===== src/rtl/serial_comparator.sv =====
`default_nettype none
// ============================================================================
// serial_comparator : bit-serial MSB-first magnitude comparator, early exit
// Rev 1.0
// ============================================================================
module serial_comparator #(
    parameter int WIDTH = 8
) (
    input  logic             clk,
    input  logic             rst,
    input  logic             start,
    input  logic             signed_mode,
    input  logic [WIDTH-1:0] a,
    input  logic [WIDTH-1:0] b,
    output logic             busy,
    output logic             done,
    output logic             a_greater_b,
    output logic             a_equals_b,
    output logic             a_smaller_b
);

    localparam int IDX_W = (WIDTH > 1) ? $clog2(WIDTH) : 1;

    localparam logic [0:0]       S_IDLE    = 1'b0;
    localparam logic [0:0]       S_COMPARE = 1'b1;
    localparam logic [IDX_W-1:0] C_MSB_IDX = IDX_W'(WIDTH - 1);
    localparam logic [IDX_W-1:0] C_ONE     = IDX_W'(1);

    logic [0:0]       state_q,  state_d;
    logic [WIDTH-1:0] a_q,      a_d;
    logic [WIDTH-1:0] b_q,      b_d;
    logic             signed_q, signed_d;
    logic [IDX_W-1:0] idx_q,    idx_d;
    logic             done_q,   done_d;
    logic             gt_q,     gt_d;
    logic             eq_q,     eq_d;
    logic             lt_q,     lt_d;

    logic w_bit_a;
    logic w_bit_b;
    logic w_a_wins;

    assign w_bit_a  = a_q[idx_q];
    assign w_bit_b  = b_q[idx_q];
    // A one in the sign position means A is the negative operand, so it loses.
    assign w_a_wins = (signed_q && (idx_q == C_MSB_IDX)) ? ~w_bit_a : w_bit_a;

    always_ff @(posedge clk or posedge rst) begin
        if (rst) begin
            state_q  <= S_IDLE;
            a_q      <= '0;
            b_q      <= '0;
            signed_q <= 1'b0;
            idx_q    <= '0;
            done_q   <= 1'b0;
            gt_q     <= 1'b0;
            eq_q     <= 1'b0;
            lt_q     <= 1'b0;
        end else begin
            state_q  <= state_d;
            a_q      <= a_d;
            b_q      <= b_d;
            signed_q <= signed_d;
            idx_q    <= idx_d;
            done_q   <= done_d;
            gt_q     <= gt_d;
            eq_q     <= eq_d;
            lt_q     <= lt_d;
        end
    end

    always_comb begin
        state_d  = state_q;
        a_d      = a_q;
        b_d      = b_q;
        signed_d = signed_q;
        idx_d    = idx_q;
        done_d   = 1'b0;
        gt_d     = gt_q;
        eq_d     = eq_q;
        lt_d     = lt_q;
        case (state_q)
            S_IDLE: begin
                if (start) begin
                    a_d      = a;
                    b_d      = b;
                    signed_d = signed_mode;
                    idx_d    = C_MSB_IDX;
                    gt_d     = 1'b0;
                    eq_d     = 1'b0;
                    lt_d     = 1'b0;
                    state_d  = S_COMPARE;
                end
            end
            S_COMPARE: begin
                if (w_bit_a != w_bit_b) begin
                    gt_d    = w_a_wins;
                    lt_d    = ~w_a_wins;
                    done_d  = 1'b1;
                    state_d = S_IDLE;
                end else if (idx_q == '0) begin
                    eq_d    = 1'b1;
                    done_d  = 1'b1;
                    state_d = S_IDLE;
                end else begin
                    idx_d   = idx_q - C_ONE;
                end
            end
            default: state_d = S_IDLE;
        endcase
    end

    always_comb begin
        busy        = (state_q == S_COMPARE);
        done        = done_q;
        a_greater_b = gt_q;
        a_equals_b  = eq_q;
        a_smaller_b = lt_q;
    end

endmodule
`default_nettype wire

===== config.mk =====
export PLATFORM = sky130hd
export DESIGN_NAME = serial_comparator
export DESIGN_NICKNAME = d
export VERILOG_FILES = /design/src/rtl/serial_comparator.sv
export SDC_FILE = /design/constraint.sdc
export NUM_CORES = 1
export LEC_CHECK = 0
export BUFFER_PORTS_ARGS = -buffer_cell sky130_fd_sc_hd__buf_2
export CORE_ASPECT_RATIO = 1.1
export CORE_MARGIN = 4
export CORE_UTILIZATION = 60
export DETAILED_ROUTE_END_ITERATION = 6
export PLACE_DENSITY = 0.9
export RECOVER_POWER = 25
export SLEW_MARGIN = 5
export SYNTH_ARGS = -nofsm -noshare
export SYNTH_HDL_FRONTEND = slang
export SYNTH_SLANG_ARGS = --single-unit

===== constraint.sdc =====
create_clock -name clk -period 2.5 [get_ports clk]
set_input_delay 0.125 -clock clk [delete_from_list [all_inputs] [get_ports clk]]
set_output_delay 0.125 -clock clk [all_outputs]
set_load 0.1 [all_outputs]

==> results of run 1 <==
-- sequential cells by signal, summed over array words and instances, names as in the netlist --
| register | cells |
|---|---|
| idx_q | 3 |
| a_greater_b | 1 |
| a_q | 8 |
| done | 1 |
| a_equals_b | 1 |
| busy | 1 |
| a_smaller_b | 1 |
| b_q | 8 |
| signed_q | 1 |
-- power groups by stage --
stage          logic [µW]  clock network [µW]  registers (µW)
2_1_floorplan         948                   0             950
3_3_place_gp         1230                   0             857
3_5_place_dp         1290                   0             871
4_1_cts              1320                 189             861
5_1_grt              1460                 210             897
6_report             1330                 184             868
-- layout make-up --
cell class	instances	share of cell area (%)
multi-input cells	144	45.4
flip-flops and latches	25	33.6
repair buffers	43	16.4
well taps	31	2.09
clock buffers	4	1.41
inverters	5	1.01
-- kinds of logic (layout without fill, tap and decap cells) --
family	Yosys count	count (layout)	share of synthesized area, %
buf+inv	14	52	4.55
fa+ha+maj	3	3	2.44
simple gates	99	99	28.4
xor+xnor	8	8	4.55
compound gates	23	23	10.6
flops	25	25	40.6
mux	11	11	8.85
-- stage by stage --
step           setup slack [ns]  cells  utilization, %  area, µm²  hold slack, ns
2_1_floorplan             0.349    183               -       1540           0.152
3_3_place_gp              0.618    231            67.3       1660           0.313
6_report                  0.437    252            75.2       1860         -0.0220
3_5_place_dp              0.501    231            67.3       1660           0.319
4_1_cts                   0.478    252            75.2       1860          0.0135
5_1_grt                   0.303    252            75.2       1860          0.0641
-- routing by layer --
| layer | vias up | track usage, % | share of wire, % |
|---|---|---|---|
| met5 | - | 0 | 0 |
| met4 | 0 | 8.14 | 2.3 |
| met3 | 9 | 3.77 | 4.2 |
| met2 | 52 | 47.4 | 53 |
| met1 | 679 | 26.1 | 40 |
| li1 | 702 | - | - |
-- placed cells by master (no fill, tap or decap), types with 2 or more instances in the layout --
master          n
nand2b_1        3
o41ai_1         2
clkbuf_4        3
a21oi_1         4
a22oi_1         2
nand3_1         8
nand2_1        62
buf_4           2
mux2i_1         8
xor2_1          8
ha_1            3
nor2b_1         2
buf_2          24
dlygate4sd3_1  17
mux4_2          2
o22ai_1         4
dfrtp_1        25
and3_1          4
inv_1           4
nor2_1          7
and2_1          2
nor3_1          5
-- critical path, stage by stage, from the launching register on --
cell     delay, ns
dfrtp_1       0.86
mux2i_1       0.16
a22oi_1       0.20
nand3_1       0.20
o41ai_1       0.43
nor3_1        0.10
-- what timing repair did --
action                                 CTS  global route
hold buffers                            17             0
endpoints found under the hold margin   17             0
setup buffers                            0             0
-- path summary, 6_finish.rpt --
path,to,cells past startpoint,startpoint,slack (ns)
max,a_smaller_b$_DFFE_PP0P_,5,idx_q[2]$_DFFE_PP0P_,0.44
min in group clk,idx_q[2]$_DFFE_PP0P_,3,start,0.12
min,b_q[3]$_DFFE_PP0P_,2,rst,-0.02
max in group asynchronous,a_greater_b$_DFFE_PP0P_,2,rst,1.96
min reg2reg,a_equals_b$_DFFE_PP0P_,2,a_equals_b$_DFFE_PP0P_,0.50
max reg2reg,a_smaller_b$_DFFE_PP0P_,5,idx_q[2]$_DFFE_PP0P_,0.44
==> metrics.txt, run 1 <==
core area 0.00247 mm²; post-synthesis sequential area ratio 40.6%; leakage 0.000987 µW; antenna cells 0; footprint of the multi-input gates 845 µm²; number of buffers created by CTS 3; register area 626 µm²; GRT overflow 0; Final Max Slew Viols 0; Hold WC Path Type in2async; WL final 3650 µm; most common cell in the synthesized netlist nand2_1; final net count 245; Post-Syn Area 0.00154 mm²; Setup Viol. Count Final 0; Setup TNS 0 ns; clock share of power 7.7%; Final ANT Viol Nets 0; 1st-iter DRT viols 94; Fin Clk Skew 0.00280 ns; Sinks on Clock Net 25; status finished, violations left; worst-case clock buffer depth 2; initial core utilization 62.3%; share of the synthesized area in the top cell type 40.6%; PD cells 1280 mW/mm²; maximum clock frequency 0.485 GHz; antenna violations before repair 0; final period utilization 82.5%; Worst Max-Slew Pin Slew 0.924 ns; kind of critical path reg2reg; sequential share of power 36.4%; Slew HR 38.4%; CP Data Arrival Time 2.28 ns; internal power 1180 µW; total die area 0.00344 mm²; via count 1442; Sw Pwr 1200 µW; Critical Path Source Type flop; Yosys cell types 41; Root Buffer clkbuf_4; drt via density 5.72; post-synth net total 206; gr usage total 23.8%; Die W 56.3 µm; share of layout cells above drive strength 1 15.8%; worst path required time 2.72 ns; number of fill cells 190; Hold Vio Cnt, Final 25; failing checks hold timing; Pwr Total 2380 µW; Reg clk slew, reported paths 0.13 ns; CTS tree built; switching share of total power 50.4%; clock latency on the worst-skew pair 0.32 ns; combinational power share 55.9%; Tmin final 2.06 ns; CP Max Fanout 20; Yosys top cell by area dfrtp_1; die height 61.1 µm; post-cts resize count 0; Synthesis Warnings 0; DR WL/cell 14.5 µm; vias in the first global route 1431; DR pass1 iterations 4; Placer Congestion 0.918; maximum VDD drop 0.000850 V; crit path capture type flop; largest net degree at the start of global routing 26; Fin Hold WS -0.0220 ns; # H-tree levels 1; EDFF count, synth 0; PortBufs 24; post-detail-place hpwl 2480 µm; async set or reset register ratio after synthesis 100%; Seq cells post-synth 25; max-cap violation count 0; ranking of synthesized cells by area dfrtp_1, nand2_1, mux2i_1; I/O pin count 25; Std-Cell Rows 19; RSZ-0062 raised after global routing false; first-pass GRT wire length 6380 µm; DRC Markers 0; main flop type after synthesis dfrtp_1; Area growth, synth to finish 20.7%; Avg Cell Area, Syn 8.42 µm²; Post-synth top cells nand2_1, dfrtp_1, mux2i_1, nand3_1, xor2_1; Synth Instances 183
(Power assumes the default switching activity.)
==> inputs of run 2 (changes only) <==
CORE_UTILIZATION = 50   (was 60)
PLACE_DENSITY = 0.81   (was 0.9)
clock period = 1.7 ns   (was 2.5 ns; I/O delays follow)
==> metrics.txt, run 2 (same netlist as run 1, synthesis figures left out) <==
status finished, violations left; failing checks setup timing; total die area 0.00403 mm²; peak per-stage delay on the critical path 0.50 ns; final std cell area, no fill 0.00210 mm²; Hold WC Path Type in2reg; Critical Path Source Type flop; crit path capture type flop; gr usage total 22.2%; number of buffers created by CTS 3; post-detail-place hpwl 2650 µm; Fin Clk Skew 0.0111 ns; 1st-iter DRT viols 66; via count 1562; CP Data Arrival Time 2.00 ns; RSZ-0062 raised after global routing true; WL final 4310 µm; share of layout cells above drive strength 1 29.1%; Die W 60.9 µm; final net count 268; Placer Congestion 0.923; Finished Layout Cells 277; dpl cell area 0.00180 mm²; largest net degree at the start of global routing 18; Root Buffer clkbuf_4; DR WL/cell 15.5 µm; Std-Cell Rows 20; most common cell after layout, fill and taps aside nand2_1; Hold Vio Cnt, Final 0; Tmin final 1.73 ns; CP Cell Sequence buf_6, mux4_2, or2_4, o221a_1, nor3_2; first-pass GRT wire length 6690 µm; I/O pin count 25; clock latency on the worst-skew pair 0.33 ns; GRT overflow 0; CP Max Fanout 5; DR pass1 iterations 4; Crit path max-delay family multiplexers; max-cap violation count 0; worst path required time 1.97 ns; antenna violations before repair 0; core area 0.00285 mm²; setup ws final -0.0264 ns; kind of critical path reg2reg; drt via density 5.64; final period utilization 102%; worst path bufs/invs 1; vias in the first global route 1499; Slew HR 50.4%; PD cells 1950 mW/mm²; initial core utilization 54.0%; Worst Max-Slew Pin Slew 0.744 ns; CTS tree built; Final Max Slew Viols 0; worst-case clock buffer depth 2; leakage 0.00111 µW; DP Cell Count 250; number of fill cells 208; PortBufs 24; maximum VDD drop 0.00169 V; Sinks on Clock Net 25; Reg clk slew, reported paths 0.15 ns; DRC Markers 0; largest registers a_q (8), b_q (8), idx_q (3); Slowest cell on crit path mux4_2; # H-tree levels 1; Area growth, synth to finish 36.6%; die height 66.2 µm; antenna cells 0; most frequent cells in the layout nand2_1, buf_2, buf_4, dfrtp_1, dlygate4sd3_1; Final ANT Viol Nets 0; maximum clock frequency 0.579 GHz; Setup Viol. Count Final 1; Pwr Total 4100 µW
-- run 2: changes by cell type in the layout (fill, tap and decap cells not counted), moves of 3 or more --
cell,previous run,this run
dfrtp_2,0,3
buf_4,2,22
nor3_2,1,4
nor3_1,5,1
dfrtp_1,25,21
-- run 2: cell type report --
| cell class | instances | area, µm² | area share, % |
|---|---|---|---|
| clock buffer | 3 | 22.5 | 1.07 |
| inverter | 5 | 18.8 | 0.892 |
| timing repair buffer | 66 | 480 | 22.8 |
| sequential | 25 | 633 | 30.1 |
| tap | 33 | 41.3 | 1.96 |
| multi-input combinational | 144 | 901 | 42.8 |
| clock inverter | 1 | 7.51 | 0.357 |
-- run 2: metal layers --
layer	track usage, %	routed length, µm
met2	39.8	2280
met3	3.52	227
met1	26.1	1690
met5	0	0
met4	7.32	104
-- run 2: path summary, 6_finish.rpt --
| path | start | endpoint | slack [ns] | depth (start not counted) |
|---|---|---|---|---|
| setup / recovery | idx_q[0]$_DFFE_PP0P_ | a_smaller_b$_DFFE_PP0P_ | -0.03 | 5 |
| hold / removal | start | idx_q[2]$_DFFE_PP0P_ | 0.11 | 3 |
| setup reg to reg | idx_q[0]$_DFFE_PP0P_ | a_smaller_b$_DFFE_PP0P_ | -0.03 | 5 |
| hold reg to reg | a_equals_b$_DFFE_PP0P_ | a_equals_b$_DFFE_PP0P_ | 0.51 | 2 |
| max in group asynchronous | rst | idx_q[0]$_DFFE_PP0P_ | 0.36 | 4 |
| min in group asynchronous | rst | a_q[1]$_DFFE_PP0P_ | 0.27 | 3 |
-- run 2: where the power goes --
part	internal, µW	switching, µW	total (µW)
registers	874	311	1190
clock network	90.2	191	281
logic	1150	1480	2630
total	2120	1980	4100
-- run 2: metrics by stage --
stage	TNS (ns)	util, %	setup slack, ns	hold WS, ns
CTS	0	70.4	0.00597	0.102
floorplan	0	-	0.0262	0.112
detailed placement	-0.0718	63.0	-0.0415	0.114
global route	-0.165	73.8	-0.0867	0.176
global placement	-0.0663	63.0	-0.0486	0.107
finish	-0.0264	73.8	-0.0264	0.113
-- run 2: worst reg2reg max path: stages, from the launching register on --
cell	delay, ns
dfrtp_2	0.44
buf_6	0.13
mux4_2	0.50
or2_4	0.25
o221a_1	0.25
nor3_2	0.10
-- run 2: repair_timing --
item                       in CTS  in global routing
pin swaps                       0                  5
setup endpoints to repair       6                  8
hold endpoints to repair       27                  0
buffers inserted                0                  5
resized for setup               2                 17
hold buffers                   18                  0
==> inputs of run 3 (changes only) <==
CORE_UTILIZATION = 55   (was 50)
PLACE_DENSITY = 0.84   (was 0.81)
clock period = 1.9 ns   (was 1.7 ns; I/O delays follow)
==> metrics.txt, run 3 (same netlist as run 1, synthesis figures left out) <==
status complete, no violations; drt via density 5.75; post-layout util 74.9%; Root Buffer clkbuf_4; gr usage total 23.5%; first-pass GRT wire length 6800 µm; worst path required time 2.15 ns; 1st-iter DRT viols 137; most common cell after layout, fill and taps aside nand2_1; DR WL/cell 15.2 µm; Tmin final 1.78 ns; kind of critical path reg2reg; Worst Max-Slew Pin Slew 0.596 ns; via count 1496; switching share of total power 50.0%; Placer Congestion 0.900; Sinks on Clock Net 25; post-CTS setup buffers 0; Sw Pwr 1630 µW; PortBufs 24; dpl cell area 0.00173 mm²; antenna violations before repair 0; core area 0.00259 mm²; I/O pin count 25; PD cells 1680 mW/mm²; CP Data Arrival Time 2.04 ns; clock latency on the worst-skew pair 0.33 ns; Final ANT Viol Nets 0; final std cell area, no fill 0.00194 mm²; internal power 1620 µW; Final Max Slew Viols 0; Die W 58.5 µm; max-cap violation count 0; final period utilization 93.8%; Hold WC Path Type in2reg; RSZ-0062 raised after global routing false; maximum VDD drop 0.00136 V; WL final 3960 µm; CP Max Fanout 9; GRT overflow 0; leakage 0.00103 µW; worst-case clock buffer depth 2; Reg clk slew, reported paths 0.14 ns; Hold Vio Cnt, Final 0; Setup Viol. Count Final 0; initial core utilization 59.4%; final net count 253; maximum clock frequency 0.561 GHz; # H-tree levels 1; die height 63.5 µm; most frequent cells in the layout nand2_1, buf_2, dfrtp_1, dlygate4sd3_1; total die area 0.00371 mm²; largest net degree at the start of global routing 20; Fin Clk Skew 0.00532 ns; CTS tree built; Critical Path Source Type flop; Std-Cell Rows 19; crit path capture type flop; sequential share of power 32.8%; vias in the first global route 1541; share of layout cells above drive strength 1 20.5%; DRC Markers 0; DR pass1 iterations 4; antenna cells 0; largest registers a_q (8), b_q (8), idx_q (3); combinational power share 59.6%; Slew HR 60.2%; clock share of power 7.6%; Area growth, synth to finish 26.0%; number of buffers created by CTS 3; post-detail-place hpwl 2720 µm; Setup TNS 0 ns
==> run 3: metrics by stage <==
stage / total power (µW) / std cells / setup slack [ns] / hold WS, ns
5_1_grt: 3500 / 260 / 0.0302 / 0.0995
3_3_place_gp: 2850 / 238 / 0.143 / 0.180
3_5_place_dp: 2930 / 238 / 0.0130 / 0.188
4_1_cts: 3210 / 260 / 0.0500 / 0.0688
2_1_floorplan: 2500 / 183 / 0.0364 / 0.122
6_report: 3250 / 260 / 0.117 / 0.0634
==> run 3: worst max-delay path, stage by stage (launching register included) <==
cell	delay, ns
dfrtp_2	0.49
mux4_2	0.58
a31oi_1	0.21
nand2_1	0.08
o221a_1	0.21
nor3_1	0.14
==> run 3: worst paths after layout <==
path	start	to	slack [ns]	depth (start not counted)
min in group asynchronous	rst	a_greater_b$_DFFE_PP0P_	0.36	3
max in group asynchronous	rst	idx_q[1]$_DFFE_PP0P_	0.96	4
hold / removal	start	idx_q[2]$_DFFE_PP0P_	0.06	3
hold reg to reg	a_equals_b$_DFFE_PP0P_	a_equals_b$_DFFE_PP0P_	0.51	2
setup / recovery	idx_q[1]$_DFFE_PP0P_	a_smaller_b$_DFFE_PP0P_	0.12	5
setup reg to reg	idx_q[1]$_DFFE_PP0P_	a_smaller_b$_DFFE_PP0P_	0.12	5
==> run 3: final cells by class <==
class | instances | area (µm²)
fill | 192 | 651
clock inverter | 1 | 5.00
inverter | 5 | 18.8
clock buffer | 3 | 22.5
tap | 31 | 38.8
multi-input combinational | 144 | 845
sequential | 25 | 631
timing repair buffer | 51 | 380
==> run 3: power groups by stage <==
stage / Clock [µW] / Combinational (µW) / Sequential [µW]
after floorplan: 0 / 1250 / 1250
after global placement: 0 / 1780 / 1070
after detailed placement: 0 / 1860 / 1070
after CTS: 247 / 1900 / 1060
after global routing: 268 / 2130 / 1100
final: 247 / 1940 / 1070
==> run 3: routing by layer <==
metal	share of wire (%)	global-route usage (%)	wire [µm]	up-vias
li1	-	-	-	713
met5	0	0	0	-
met2	53	41.1	2090	58
met3	6.1	2.04	242	11
met1	39	29.1	1540	714
met4	2.2	8.99	89	0
==> run 3: repair_timing <==
action | in CTS | in global routing
hold buffers | 18 | 0
hold endpoints to repair | 31 | 0
gates resized for setup | 1 | 3
endpoints found under the setup margin | 1 | 3
cloned | 0 | 0
